`config.mk`:
```
export PLATFORM = sky130hd
export DESIGN_NAME = sat_counter
export DESIGN_NICKNAME = d
export VERILOG_FILES = /design/src/rtl/add_result_checker_sat_counter.sv
export SDC_FILE = /design/constraint.sdc
export NUM_CORES = 1
export LEC_CHECK = 0
export ABC_AREA = 1
export ABC_CLOCK_PERIOD_IN_PS = 3300
export CAP_MARGIN = 20
export CORE_MARGIN = 4
export CORE_UTILIZATION = 40
export CTS_CLUSTER_SIZE = 28
export DETAILED_ROUTE_END_ITERATION = 6
export HOLD_SLACK_MARGIN = 0.08
export REMOVE_ABC_BUFFERS = 1
export SETUP_SLACK_MARGIN = 0.1
export SLEW_MARGIN = 20
export SYNTH_ARGS = -nofsm -noshare
export SYNTH_HDL_FRONTEND = slang
export SYNTH_SLANG_ARGS = --single-unit
```
`constraint.sdc`:
```
create_clock -name clk -period 3.3 [get_ports clk]
set_clock_uncertainty 0.15 [all_clocks]
set_input_delay 0.33 -clock clk [delete_from_list [all_inputs] [get_ports clk]]
set_output_delay 0.33 -clock clk [all_outputs]
set_load 0.1 [all_outputs]
```
`src/rtl/add_result_checker_sat_counter.sv`:
```
// Saturating up-counter with synchronous clear; clear wins over increment.
module sat_counter #(
  parameter int CNT_W = 16
) (
  input  logic             clk,
  input  logic             rst,
  input  logic             clr,
  input  logic             inc,
  output logic [CNT_W-1:0] q
);

  always_ff @(posedge clk or posedge rst) begin
    if (rst) begin
      q <= '0;
    end else if (clr) begin
      q <= '0;
    end else if (inc && (q != {CNT_W{1'b1}})) begin
      q <= q + CNT_W'(1);
    end
  end

endmodule

```
==> impl_results.md <==
- Pins Over Slew Limit: 0
- ANT cells: 0
- CTS clk-pin slew, worst paths: 100 ps
- Placed Instance Area: 1280 µm²
- Core area: 2520 µm²
- CTS tree: built
- Post-route cell area: 1320 µm²
- Full die area: 3610 µm²
- Reg2Reg Setup Slack: 1240 ps
- Total CTS buffers: 3
- Worst-Margin Slew: 970 ps
- Fin util: 52.1%
- Die Span Y: between 60 and 70 µm
- Clock Sinks: 16
- Mapped cell area: 1080 µm²
- Initial antenna violation count: 0
- Initial Utilization: 43.0%
- Worst Hold Class: primary input to asynchronous set/reset pin
- Reg2Reg Depth: 9
- Share of cells above drive strength 1: 10.1%
- Crit path DAT: 1930 ps
- Setup_tns: 0 ps
- Main area contributors after synthesis: dfrtp_1, nand2_1, nand4_1
- RSZ-0062 raised after global routing: false
- Worst vdd ir: 0.000249 V
- Crit-path max cell delay: approximately 1200 ps
- Pwr Density: 290 nW/µm²
- Critical path buffer and inverter count: 1
- Biggest register: q
- Avg WL per Cell: 12.5 µm
- Crit path required time: between 2000 and 3000 ps
- Worst setup SP type: flop
- Synth Warn #: 0
- Largest net degree at the start of global routing: 17
- Dpl ws: 1210 ps
- R2r startpoint: q[0]
- Setup crit end kind: primary output
- Distinct cell type count after synthesis: 24
- Commonest cells in the netlist: nand2_1, dfrtp_1, inv_1, nor2_1, nand3_1
- Vias per cell: 5.02
- Grt ovf: 0
- Clk buf depth: 2
- Slowest cell on crit path: clkdlybuf4s50_1
- Leak: 0.676 nW
- Post-synth EDFFs: 0
- Nets@finish: 185
- Drt drc: 0
- Synth-to-layout area growth: 21.4%
- Vias in the first global route: 989
- Post-CTS Resized: 0
- Max frequency: about 420 MHz
- Most numerous cell in the Yosys netlist: nand2_1
- # setup viols final: 0
- Top Ports: 20
- Tot GR Track Use: 16.5%
- Starting DRT DRC Count: 26
- GPL Wtd Cong: 0.857
- Cells after synthesis: 159
- Top FF cell, synth: dfrtp_1
- Min Hold Slack: 266 ps
- Final worst path period share: 72.9%
- Clock latency on the worst-skew pair: about 290 ps
- Largest regs: q x16
- CP Max Fanout: 6
- Post-synthesis sequential area ratio: 37.0%
- Synth area leader: dfrtp_1
- Root Driver: clkbuf_4
- Hold_buf cts: 0
- H-tree Lvls: 1
- Hpwl dp: 1.89 mm
- Pre-Repair DR Iteration Count: 4
- Relative slew slack: 35.2%
- Max_cap viols: 0
- CP top delay family: buffers and inverters
- Final ANT Viol Nets: 0
- Status: completed
- Port buffer count: 19
- Num rows: 18
- Fillers: 272
- Yosys reg bits: 16
- Via Count: 1049
- Max FFs per register: 16
- Fin. Hold Viols: 0
- First-pass GRT wire length: 4.54 mm
- Final wirelength: roughly 2.6 mm
- R2R Path End: q[13]
- Final WS setup: roughly 900 ps
- Die Span X: 60.0 µm
- Number of setup buffers added after CTS: 0
- Avg Cell Area, Syn: 6.81 µm²
- Async SR Flop Fraction: 100%
- Crit path kind: flop to primary output
- Worst path cell trace: clkdlybuf4s50_1
- Final min period: 2410 ps
- Synth top area share: 37.0%
[logic make-up (layout without fill, tap and decap cells)]
logic type	after synthesis	after routing	synth area share (%)
and+or+nand+nor	114	114	49.2
buffers and inverters	21	41	8.08
DFF	16	16	37.0
xor gates and xnor gates	4	4	3.23
AOI/OAI and AO/OA	3	3	1.38
adders and majority gates	1	1	1.15
[how the worst max path moves through the flow]
stage | from | end | slack (ps) | depth (start not counted)
6_report | q[10] | q[10] | 890 | 1
3_5_place_dp | q[10] | q[10] | 1210 | 1
2_1_floorplan | q[1] | q[11] | 840 | 9
4_1_cts | q[10] | q[10] | 880 | 1
3_3_place_gp | q[10] | q[10] | 1220 | 1
5_1_grt | q[11] | q[11] | 840 | 1
[area by class of cell]
cell class | count | area [µm²] | share of cell area, %
clock buffer | 4 | 36.3 | 2.76
inverter | 18 | 67.6 | 5.14
multi-input combinational | 122 | 596 | 45.3
sequential | 16 | 400 | 30.4
tap | 30 | 37.5 | 2.85
timing repair buffer | 19 | 178 | 13.5
[cells in the final DEF, fill, tap and decap left out, types with 2 or more instances in the layout]
| cell | netlist | layout |
|---|---|---|
| nand3b_1 | 2 | 2 |
| nand2_1 | 64 | 64 |
| inv_1 | 16 | 16 |
| nor2_4 | 3 | 3 |
| dfrtp_1 | 16 | 16 |
| buf_4 | 0 | 5 |
| clkbuf_4 | 0 | 3 |
| nand4_1 | 11 | 11 |
| nor2_2 | 2 | 2 |
| nand3_1 | 12 | 12 |
| clkdlybuf4s50_1 | 0 | 14 |
| xnor2_1 | 2 | 2 |
| xor2_1 | 2 | 2 |
| nor2_1 | 16 | 16 |
[per-stage QoR]
step                power (W)  instances
floorplan            0.000235        156
global placement     0.000250        205
detailed placement   0.000250        205
CTS                  0.000390        209
global route         0.000401        209
finish               0.000382        209
[power by group]
group / leakage, nW / switching (W) / internal [W]
clock: 0.0210 / 0.0000680 / 0.0000673
combinational: 0.433 / 0.0000347 / 0.0000106
sequential: 0.222 / 0.00000298 / 0.000198
[metal layers]
metal  routed length (µm)  track usage [%]  share of wire [%]  vias to the layer above
li1                     -                -                  -                      547
met1                 1230             21.5                 47                      477
met2                 1270             27.6                 48                       23
met3                  106             4.75                4.0                        2
met4                   15             1.90               0.57                        0
met5                    0                0                  0                        -
Note: power is estimated with default switching activity, not from simulation.
